[config.mk]
export PLATFORM = sky130hd
export DESIGN_NAME = shared_port_arbiter
export DESIGN_NICKNAME = d
export VERILOG_FILES = /design/src/rtl/shared_port_arbiter.sv
export SDC_FILE = /design/constraint.sdc
export NUM_CORES = 1
export LEC_CHECK = 0
export ABC_CLOCK_PERIOD_IN_PS = 2950
export CORE_ASPECT_RATIO = 1.5
export CORE_MARGIN = 10
export CORE_UTILIZATION = 60
export DETAILED_ROUTE_END_ITERATION = 16
export DONT_BUFFER_PORTS = 1
export GPL_TIMING_DRIVEN = 0
export PLACE_DENSITY = 0.82
export SLEW_MARGIN = 15
export SYNTH_ARGS = -nofsm -noshare
export SYNTH_HDL_FRONTEND = slang
export SYNTH_SLANG_ARGS = --single-unit
[constraint.sdc]
create_clock -name clk -period 2.95 [get_ports clk]
set_input_delay 0.1475 -clock clk [delete_from_list [all_inputs] [get_ports clk]]
set_output_delay 0.1475 -clock clk [all_outputs]
set_load 0.01 [all_outputs]
[src/rtl/shared_port_arbiter.sv]
// Two-requester round-robin burst arbiter that owns the select line of the
// shared write-port 2:1 mux and registers the chosen word into a valid/ready stage.
module shared_port_arbiter #(
  parameter int DATA_WIDTH = 16,
  parameter int MAX_BURST  = 4
) (
  input  logic                  clk,
  input  logic                  rst,
  input  logic                  req_a,
  input  logic [DATA_WIDTH-1:0] data_a,
  input  logic                  last_a,
  input  logic                  req_b,
  input  logic [DATA_WIDTH-1:0] data_b,
  input  logic                  last_b,
  output logic                  gnt_a,
  output logic                  gnt_b,
  output logic                  mux_sel,
  output logic [DATA_WIDTH-1:0] out_data,
  output logic                  out_valid,
  output logic                  out_last,
  input  logic                  out_ready,
  output logic                  busy
);

  // Handshakes: a producer word is consumed in any cycle where req_x && gnt_x;
  // gnt_x never depends on anything but state, req_x and the output stage having
  // room. The output word moves on when out_valid && out_ready; out_data and
  // out_last are stable while out_valid && !out_ready.

  typedef enum logic [1:0] {
    IDLE  = 2'd0,
    OWN_A = 2'd1,
    OWN_B = 2'd2
  } state_t;

  localparam logic OWNER_A = 1'b0;
  localparam logic OWNER_B = 1'b1;

  state_t                state;
  logic                  last_owner;
  logic [3:0]            cnt;

  logic                  advance;
  logic                  transfer_a;
  logic                  transfer_b;
  logic                  cnt_hit;
  logic                  release_a;
  logic                  release_b;
  logic [DATA_WIDTH-1:0] mux_out;

  assign advance    = !out_valid || out_ready;
  assign transfer_a = (state == OWN_A) && req_a && advance;
  assign transfer_b = (state == OWN_B) && req_b && advance;
  assign gnt_a      = transfer_a;
  assign gnt_b      = transfer_b;
  assign busy       = (state != IDLE);

  // The word being transferred now is the last one of this ownership.
  assign cnt_hit   = (({1'b0, cnt} + 5'd1) == 5'(MAX_BURST));
  assign release_a = (transfer_a && (last_a || cnt_hit)) || !req_a;
  assign release_b = (transfer_b && (last_b || cnt_hit)) || !req_b;

  // The 2:1 datapath mux this block sequences.
  assign mux_out = mux_sel ? data_b : data_a;

  always_ff @(posedge clk) begin
    if (rst) begin
      state      <= IDLE;
      last_owner <= OWNER_B;
      cnt        <= 4'd0;
      mux_sel    <= 1'b0;
    end else begin
      case (state)
        IDLE: begin
          // On a tie the requester that did not own the port last time wins.
          if (req_a && (!req_b || (last_owner == OWNER_B))) begin
            state      <= OWN_A;
            cnt        <= 4'd0;
            mux_sel    <= 1'b0;
            last_owner <= OWNER_A;
          end else if (req_b) begin
            state      <= OWN_B;
            cnt        <= 4'd0;
            mux_sel    <= 1'b1;
            last_owner <= OWNER_B;
          end
        end
        OWN_A: begin
          if (release_a) begin
            if (req_b) begin
              state      <= OWN_B;
              cnt        <= 4'd0;
              mux_sel    <= 1'b1;
              last_owner <= OWNER_B;
            end else begin
              state <= IDLE;
            end
          end else if (transfer_a) begin
            cnt <= cnt + 4'd1;
          end
        end
        OWN_B: begin
          if (release_b) begin
            if (req_a) begin
              state      <= OWN_A;
              cnt        <= 4'd0;
              mux_sel    <= 1'b0;
              last_owner <= OWNER_A;
            end else begin
              state <= IDLE;
            end
          end else if (transfer_b) begin
            cnt <= cnt + 4'd1;
          end
        end
        default: state <= IDLE;
      endcase
    end
  end

  // Output stage: refills whenever the consumer has taken (or never had) a word.
  always_ff @(posedge clk) begin
    if (rst) begin
      out_valid <= 1'b0;
      out_data  <= '0;
      out_last  <= 1'b0;
    end else if (advance) begin
      out_valid <= transfer_a || transfer_b;
      if (transfer_a || transfer_b) begin
        out_data <= mux_out;
      end
      if (transfer_a) begin
        out_last <= last_a || cnt_hit;
      end else if (transfer_b) begin
        out_last <= last_b || cnt_hit;
      end else begin
        out_last <= 1'b0;
      end
    end
  end

endmodule

==> flow_metrics.py, run 1 <==
metrics = {
    "logic_synthesis": {
        "netlist_area_mm2": 0.00145,
        "synth_top_family_by_area": "compound AO/OA/AOI/OAI gates",
        "synth_edf_count": 0,
        "avgSynthCellArea_um2": 8.64,
        "synth_adder_area_share_pct": 4.31,
        "synthXorXnorAreaFrac_pct": 0.603,
        "synth_compound_area_share_pct": 26.5,
        "synth_mux_area_share_pct": 11.0,
        "yosysWarnings": 0,
        "yosys.area_share.simple_pct": 15.8,
        "postSynthNetCount": 212,
        "ys.flop_type": "dfxtp_1",
        "synth_cell_types": 37,
        "synth-seq-cells": 26,
        "ys_seq_area_share_pct": 35.9,
        "synth_cells": 168,
        "synthArstFlopShare_pct": 0,
    },
    "critical_path": {
        "r2r_slack_ns": 0.87,
        "worstSetupEndpointType": "register",
        "critical_path_class": "register to register",
        "cp_slowest_stage_delay_ns": 0.41,
        "crit_slowest_cell": "dfxtp_1",
        "arrival_ns": 2.32,
        "path_buf_inv": 2,
        "critPathLaunchType": "register",
        "r2r-start": "state[0]$_SDFFE_PP0P_",
        "path_delay_family": "compound AO/OA/AOI/OAI gates",
        "cp.required_ns": 3.20,
        "path_max_fanout": 8,
        "reg2reg_depth": 8,
        "r2r_end": "mux_sel$_SDFFE_PP0P_",
        "crit_chain": "inv_1, ha_1, buf_2, a22o_1, a21oi_1, nor3b_2, nand2_1, a221oi_1",
    },
    "grt": {
        "antenna_found_initial": 0,
        "grt_pass1_wl_mm": 6.05,
        "grt_overflow": 0,
        "first_global_vias": 1340,
        "grt_use_total_pct": 15.3,
        "grt_max_degree": 15,
    },
    "routing": {
        "first_iter_violations": 25,
        "firstDrtPassIters": 4,
        "wl_met3_um": 338,
        "drc": 0,
        "wirelength_mm": 3.66,
        "dr_wl_met2_mm": 1.93,
        "wl_per_cell_um": 18.8,
        "top_layer_used": "met4",
        "vias_per_cell": 6.48,
        "drt-met1-wl_mm": 1.35,
        "dr_total_vias": 1264,
        "final_antenna_net_count": 0,
    },
    "flow_run": {
        "cap_violations": 0,
    },
    "sta": {
        "finalSetupTns_ns": 0,
        "tightest_slew_ns": 0.649,
        "period_needed_ns": 2.08,
        "setup_viol": 0,
        "slew_headroom_pct": 56.7,
        "slew_violations": 0,
        "fmax_mhz": 482,
        "fin_worst_skew_ns": 0.00511,
        "rsz0062_at_grt": "no",
        "hold_viol": 0,
        "fin_ws_ns": 0.873,
        "period_share_pct": 70.4,
    },
    "floorplan": {
        "die_w_um": 60.2,
        "io_pins": 61,
        "start_util_pct": 63.5,
        "core_mm2": 0.00229,
        "rows": 21,
        "die_y_um": 80.2,
        "dieArea_mm2": 0.00483,
    },
    "clock_network": {
        "hold_buffers": 0,
        "post_cts_buffers": 0,
        "cts_tree": "done",
        "cts_buffers": 3,
        "clockBufferDepth": 2,
        "clock_latency_ns": 0.32,
        "cts_resized": 0,
        "cts-root-buf": "clkbuf_4",
        "cts_sinks": 26,
        "h-tree-depth": 1,
        "clk_pin_slew_ns": 0.14,
    },
    "power": {
        "switchingPower_mw": 0.314,
        "pwr-share-comb_pct": 29.4,
        "clkPwrFrac_pct": 20.2,
        "pwr-share-seq_pct": 50.4,
        "switching_share_pct": 35.0,
        "p_int_mw": 0.585,
        "power_density_mw_per_mm2": 593,
        "p_leak_nw": 0.555,
        "irDropWorstVdd_v": 0.000500,
    },
    "place": {
        "io_buffers": 0,
        "hpwl_mm": 3.01,
        "place_congestion": 0.842,
        "place_ws_ns": 0.918,
    },
    "finish": {
        "diodes": 0,
        "final_util_pct": 66.3,
        "final_nets": 217,
        "area_delta_synth_final_pct": 4.48,
        "layout-drive-gt1-share_pct": 8.14,
    },
    "hold_path": {
        "hold_depth": 2,
        "worst_hold_startpoint": "data_a[0]",
        "min_path_type": "input pin to register",
        "holdPathEnd": "out_data[0]$_SDFFE_PP0P_",
    },
    "status": {
        "status": "completed",
    },
}
[registers in the layout, summed over array words and instances, names as in the netlist]
register and count:
out_valid 1, out_data 16, out_last 1, state 2, last_owner 1, mux_sel 1
cnt 4
[final cells by class]
type,count,area (um^2)
flip-flops and latches,26,520
clock buffers,4,36.3
multi-input cells,121,845
inverters,10,37.5
fillers,198,769
well taps,23,28.8
plain buffers,11,48.8
[worst reg2reg max path, delay by kind of cell, from the launching register on]
| kind | cells | cell delay, ns |
|---|---|---|
| compound gates | 3 | 0.75 |
| buf+inv | 2 | 0.24 |
| flops | 1 | 0.41 |
| fa+ha+maj | 1 | 0.19 |
| simple gates | 2 | 0.41 |
[routing by layer]
metal	track usage, %	vias to the layer above
li1	-	620
met1	16.4	592
met2	26.1	46
met3	6.93	6
met4	4.05	0
met5	0	-
[placed cells by master, fill, tap and decap left out, types with 2 or more instances in the layout]
| cell type | n |
|---|---|
| dfxtp_1 | 26 |
| nor2_1 | 23 |
| a211oi_1 | 17 |
| mux2i_1 | 16 |
| inv_1 | 10 |
| a21oi_1 | 9 |
| o21ai_0 | 7 |
| buf_2 | 6 |
| nand3_1 | 6 |
| nand2_1 | 5 |
| ha_1 | 5 |
| clkbuf_1 | 4 |
| a31oi_1 | 4 |
| a22o_1 | 3 |
| nand2b_1 | 3 |
| clkbuf_4 | 3 |
| nor2b_1 | 2 |
| nand3b_1 | 2 |
[worst max-delay path by stage]
stage	from	to	slack [ns]	cells after the start
finish	state[0]$_SDFFE_PP0P_	mux_sel$_SDFFE_PP0P_	0.87	8
global route	state[0]$_SDFFE_PP0P_	mux_sel$_SDFFE_PP0P_	0.59	8
CTS	state[0]$_SDFFE_PP0P_	mux_sel$_SDFFE_PP0P_	0.89	8
detailed placement	state[0]$_SDFFE_PP0P_	mux_sel$_SDFFE_PP0P_	0.92	8
global placement	state[0]$_SDFFE_PP0P_	mux_sel$_SDFFE_PP0P_	0.94	8
floorplan	state[0]$_SDFFE_PP0P_	state[0]$_SDFFE_PP0P_	1.07	7
[through the flow]
step                      instances  hold WS, ns  instance area, um^2  power [mW]
after floorplan                 168        0.381                 1450       0.669
after global placement          191        0.387                 1480       0.715
after detailed placement        191        0.397                 1480       0.727
after CTS                       195       0.0385                 1520       0.902
after global routing            195       0.0395                 1520       0.960
final                           195       0.0399                 1520       0.899
[power groups by stage]
stage | registers [mW] | clock network (mW) | logic, mW
after global placement | 0.460 | 0 | 0.255
after detailed placement | 0.462 | 0 | 0.265
final | 0.453 | 0.182 | 0.264
after floorplan | 0.448 | 0 | 0.221
after CTS | 0.454 | 0.182 | 0.266
after global routing | 0.460 | 0.198 | 0.302
[logic make-up (layout without fill, tap and decap cells)]
family | count (synthesis) | after routing
AND/OR/NAND/NOR | 45 | 45
XOR/XNOR | 1 | 1
adder cells (fa/ha/maj) | 5 | 5
flip-flops | 26 | 26
multiplexers | 16 | 16
buffers and inverters | 21 | 25
AO/OA/AOI/OAI | 54 | 54
[cells in the mapped netlist, types with 2 or more instances]
| library cell | count | area (um^2) |
|---|---|---|
| dfxtp_1 | 26 | 521 |
| nor2_1 | 23 | 86.3 |
| a211oi_1 | 17 | 128 |
| mux2i_1 | 16 | 160 |
| inv_1 | 10 | 37.5 |
| a21oi_1 | 9 | 45.0 |
| o21ai_0 | 7 | 35.0 |
| buf_2 | 6 | 30.0 |
| nand3_1 | 6 | 30.0 |
| ha_1 | 5 | 62.6 |
| nand2_1 | 5 | 18.8 |
| a31oi_1 | 4 | 25.0 |
| clkbuf_1 | 4 | 15.0 |
| a22o_1 | 3 | 26.3 |
| nand2b_1 | 3 | 18.8 |
| nand3b_1 | 2 | 15.0 |
| nor2b_1 | 2 | 12.5 |
Power figures use the tool's default switching activity.
==> inputs of run 2 (changes only) <==
ABC_CLOCK_PERIOD_IN_PS = 2090   (was 2950)
clock period = 2.09 ns   (was 2.95 ns; I/O delays follow)
==> flow_metrics.py, run 2 (synthesis gave the netlist of run 1 again) <==
metrics = {
    "status": {
        "status": "finished with violations",
        "violations": "hold timing",
    },
    "critical_path": {
        "arrival_ns": 2.24,
        "crit_chain": "inv_1, ha_1, buf_2, a22o_1, a21o_4, or4b_1, a21oi_1",
        "critical_path_class": "register to register",
        "critPathLaunchType": "register",
        "cp.required_ns": 2.35,
        "crit_slowest_cell": "or4b_1",
        "path_max_fanout": 8,
        "cp_slowest_stage_delay_ns": 0.50,
        "worstSetupEndpointType": "register",
    },
    "finish": {
        "nFillCells": 188,
        "seq_area_um2": 522,
        "top_register": "out_data",
        "finalNonFillerCells": 203,
        "final_nets": 225,
        "final_cell_mix": "dfxtp_1 (25), nor2_1 (23), a211oi_1 (17)",
        "multi_input_area_um2": 858,
        "top_regs": "out_data (16), cnt (4), state (2)",
        "largest_reg_flops": 16,
        "final_util_pct": 70.2,
        "layout-drive-gt1-share_pct": 11.1,
        "final_common_cell": "dfxtp_1",
        "diodes": 0,
        "area_delta_synth_final_pct": 10.5,
    },
    "clock_network": {
        "cts_buffers": 3,
        "cts-root-buf": "clkbuf_4",
        "clockBufferDepth": 2,
        "clock_latency_ns": 0.32,
        "clk_pin_slew_ns": 0.14,
        "cts_sinks": 26,
        "h-tree-depth": 1,
        "cts_tree": "done",
    },
    "power": {
        "power_density_mw_per_mm2": 807,
        "irDropWorstVdd_v": 0.000669,
        "p_leak_nw": 0.598,
    },
    "floorplan": {
        "rows": 21,
        "start_util_pct": 63.5,
        "die_w_um": 60.2,
        "core_mm2": 0.00229,
        "io_pins": 61,
        "die_y_um": 80.2,
        "dieArea_mm2": 0.00483,
    },
    "routing": {
        "final_antenna_net_count": 0,
        "firstDrtPassIters": 5,
        "drc": 0,
        "dr_total_vias": 1297,
        "vias_per_cell": 6.39,
        "wl_per_cell_um": 19.0,
        "wirelength_mm": 3.85,
        "first_iter_violations": 31,
    },
    "place": {
        "dp_cells": 191,
        "hpwl_mm": 3.01,
        "io_buffers": 0,
        "place_congestion": 0.842,
        "place_ws_ns": 0.0578,
    },
    "sta": {
        "hold_viol": 1,
        "slew_violations": 0,
        "hold_ws_ns": -0.00206,
        "slew_headroom_pct": 56.2,
        "finalSetupTns_ns": 0,
        "period_share_pct": 94.9,
        "fin_ws_ns": 0.107,
        "fin_worst_skew_ns": 0.00175,
        "setup_viol": 0,
        "period_needed_ns": 1.98,
        "fmax_mhz": 504,
        "tightest_slew_ns": 0.657,
    },
    "grt": {
        "grt_pass1_wl_mm": 6.12,
        "grt_use_total_pct": 15.5,
        "antenna_found_initial": 0,
        "grt_max_degree": 15,
        "first_global_vias": 1343,
        "grt_overflow": 0,
    },
    "hold_path": {
        "min_path_type": "input pin to register",
    },
    "flow_run": {
        "cap_violations": 0,
    },
}
==> run 2: power breakdown <==
group / total [mW] / switching [mW] / internal [mW]
Clock: 0.255 / 0.148 / 0.107
Sequential: 0.639 / 0.0768 / 0.562
Combinational: 0.400 / 0.227 / 0.174
==> run 2: area by class of cell <==
cell class	instances	area share [%]
repair buffers	8	4.52
multi-input cells	121	53.5
inverters	10	2.34
well taps	23	1.79
clock buffers	4	2.26
plain buffers	11	3.04
flip-flops and latches	26	32.5
==> run 2: worst paths after layout <==
check | start | endpoint | slack (ns) | cells after the start
setup / recovery | state[0]$_SDFFE_PP0P_ | state[0]$_SDFFE_PP0P_ | 0.11 | 7
hold / removal | data_a[10] | out_data[10]$_SDFFE_PP0P_ | -0.002 | 2
setup reg to reg | state[0]$_SDFFE_PP0P_ | state[0]$_SDFFE_PP0P_ | 0.11 | 7
hold reg to reg | cnt[0]$_SDFFE_PP0P_ | cnt[0]$_SDFFE_PP0P_ | 0.52 | 2
==> run 2: critical path, delay by kind of cell, from the launching register on <==
| kind | cells | cell delay (ns) |
|---|---|---|
| AOI/OAI and AO/OA | 3 | 0.64 |
| and+or+nand+nor | 1 | 0.50 |
| DFF | 1 | 0.37 |
| buffers and inverters | 2 | 0.22 |
| adders and majority gates | 1 | 0.18 |
==> run 2: repair_timing <==
action	CTS	global route
gates resized for setup	0	5
endpoints found under the hold margin	2	3
endpoints found under the setup margin	0	19
buffers inserted	0	3
hold buffers	2	3
==> run 2: metrics by stage <==
| stage | total power, mW | hold slack, ns | instance area [um^2] |
|---|---|---|---|
| after global placement | 1.01 | 0.344 | 1480 |
| after floorplan | 0.944 | 0.338 | 1450 |
| after detailed placement | 1.03 | 0.354 | 1480 |
| after CTS | 1.28 | 0.00221 | 1540 |
| final | 1.29 | -0.00206 | 1600 |
| after global routing | 1.38 | -0.00315 | 1600 |
==> run 2: per-layer routing <==
metal	GRT usage (%)	vias to the layer above	share of wire (%)
met5	0	-	0
met4	4.05	0	1.2
met3	6.93	6	9.8
met2	26.4	60	54
met1	16.7	595	35
li1	-	636	-
==> inputs of run 3 (changes only) <==
ABC_CLOCK_PERIOD_IN_PS = 2400   (was 2090)
CORE_UTILIZATION = 24   (was 60)
PLACE_DENSITY = 0.43   (was 0.82)
clock period = 2.4 ns   (was 2.09 ns; I/O delays follow)
==> flow_metrics.py, run 3 (synthesis gave the netlist of run 1 again) <==
metrics = {
    "place": {
        "dpl_cell_area_mm2": 0.00154,
        "hpwl_mm": 3.53,
        "io_buffers": 0,
        "place_congestion": 0.730,
        "place_ws_ns": 0.306,
        "dp_cells": 240,
    },
    "routing": {
        "final_antenna_net_count": 0,
        "dr_total_vias": 1235,
        "firstDrtPassIters": 4,
        "drc": 0,
        "first_iter_violations": 39,
        "wirelength_mm": 4.17,
        "vias_per_cell": 5.08,
        "wl_per_cell_um": 17.2,
    },
    "finish": {
        "diodes": 0,
        "area_delta_synth_final_pct": 9.05,
        "top_regs": "out_data (16), cnt (4), state (2)",
        "layout-drive-gt1-share_pct": 7.60,
        "nFillCells": 632,
        "multi_input_area_um2": 845,
        "final_common_cell": "dfxtp_1",
        "top_register": "out_data",
        "seq_area_um2": 520,
        "largest_reg_flops": 16,
        "final_util_pct": 27.2,
        "finalNonFillerCells": 243,
        "fin_area_mm2": 0.00158,
        "final_nets": 217,
        "final_cell_mix": "dfxtp_1 (26), nor2_1 (23), a211oi_1 (17)",
    },
    "power": {
        "irDropWorstVdd_v": 0.000367,
        "p_leak_nw": 0.556,
        "power_density_mw_per_mm2": 713,
        "p_total_mw": 1.13,
    },
    "sta": {
        "rsz0062_at_grt": "no",
        "setup_viol": 0,
        "fin_ws_ns": 0.304,
        "slew_violations": 0,
        "fmax_mhz": 477,
        "tightest_slew_ns": 0.698,
        "fin_worst_skew_ns": 0.00373,
        "hold_viol": 0,
        "period_needed_ns": 2.10,
        "finalSetupTns_ns": 0,
        "hold_ws_ns": 0.0805,
        "slew_headroom_pct": 53.5,
        "period_share_pct": 87.4,
    },
    "critical_path": {
        "r2r-start": "state[0]$_SDFFE_PP0P_",
        "path_max_fanout": 8,
        "worstSetupStartpoint": "state[0]$_SDFFE_PP0P_",
        "critPathLaunchType": "register",
        "critical_path_class": "register to register",
        "crit_chain": "inv_1, ha_1, buf_2, a22o_1, a21oi_1, nor3b_2, nand2_1, a221oi_1",
        "r2r_slack_ns": 0.30,
        "worstSetupEndpointType": "register",
        "reg2reg_depth": 8,
        "arrival_ns": 2.26,
        "cp.required_ns": 2.56,
        "cp_slowest_stage_delay_ns": 0.39,
        "r2r_end": "mux_sel$_SDFFE_PP0P_",
        "crit_slowest_cell": "dfxtp_1",
    },
    "grt": {
        "grt_overflow": 0,
        "grt_use_total_pct": 8.50,
        "grt_max_degree": 14,
        "first_global_vias": 1341,
        "antenna_found_initial": 0,
        "grt_pass1_wl_mm": 6.88,
    },
    "clock_network": {
        "cts_resized": 0,
        "cts_tree": "done",
        "cts_buffers": 3,
        "post_cts_buffers": 0,
        "clock_latency_ns": 0.27,
        "clk_pin_slew_ns": 0.08,
        "h-tree-depth": 1,
        "cts_sinks": 26,
        "cts-root-buf": "clkbuf_8",
        "hold_buffers": 0,
        "clockBufferDepth": 2,
    },
    "hold_path": {
        "hold_depth": 2,
        "holdPathEnd": "out_data[7]$_SDFFE_PP0P_",
        "worst_hold_startpoint": "data_a[7]",
        "min_path_type": "input pin to register",
    },
    "flow_run": {
        "cap_violations": 0,
    },
    "floorplan": {
        "rows": 34,
        "die_w_um": 83.5,
        "core_mm2": 0.00583,
        "start_util_pct": 24.9,
        "dieArea_mm2": 0.00962,
        "die_y_um": 115,
        "io_pins": 61,
    },
    "status": {
        "status": "completed",
    },
}
-- run 3: cell count changes in the layout (fill, tap and decap cells not counted), moves of 2 or more --
cell / before / now
buf_4: 3 / 0
a21oi_1: 7 / 9
a21oi_2: 3 / 1
dlygate4sd3_1: 5 / 0
clkbuf_8: 1 / 3
clkbuf_4: 3 / 0
-- run 3: critical path: cells and delay by family (launching register included) --
family / cells / cell delay (ns)
compound gates: 3 / 0.77
fa+ha+maj: 1 / 0.19
buf+inv: 2 / 0.25
flops: 1 / 0.39
simple gates: 2 / 0.40
-- run 3: cell type report --
class                   count  area share, %
inverters                  10           2.37
multi-input cells         121           53.4
clock buffers               3           2.61
flip-flops and latches     26           32.9
well taps                  72           5.69
plain buffers              11           3.08
-- run 3: how the worst max path moves through the flow --
stage | endpoint | depth (start not counted) | slack, ns
CTS | mux_sel$_SDFFE_PP0P_ | 8 | 0.27
global placement | mux_sel$_SDFFE_PP0P_ | 8 | 0.32
global route | mux_sel$_SDFFE_PP0P_ | 8 | 0.06
detailed placement | mux_sel$_SDFFE_PP0P_ | 8 | 0.31
finish | mux_sel$_SDFFE_PP0P_ | 8 | 0.30
floorplan | state[0]$_SDFFE_PP0P_ | 7 | 0.52
-- run 3: power breakdown --
| group | internal [mW] | switching (mW) | leakage [nW] |
|---|---|---|---|
| Combinational | 0.137 | 0.193 | 0.322 |
| Clock | 0.112 | 0.129 | 0.0216 |
| Sequential | 0.489 | 0.0679 | 0.212 |
| Total | 0.738 | 0.390 | 0.556 |
-- run 3: metal layers --
layer	vias to the layer above	GRT usage [%]	routed length [um]
li1	622	-	-
met1	560	8.68	1620
met2	48	15.3	2110
met3	5	3.54	386
met4	0	3.02	51
met5	-	0	0
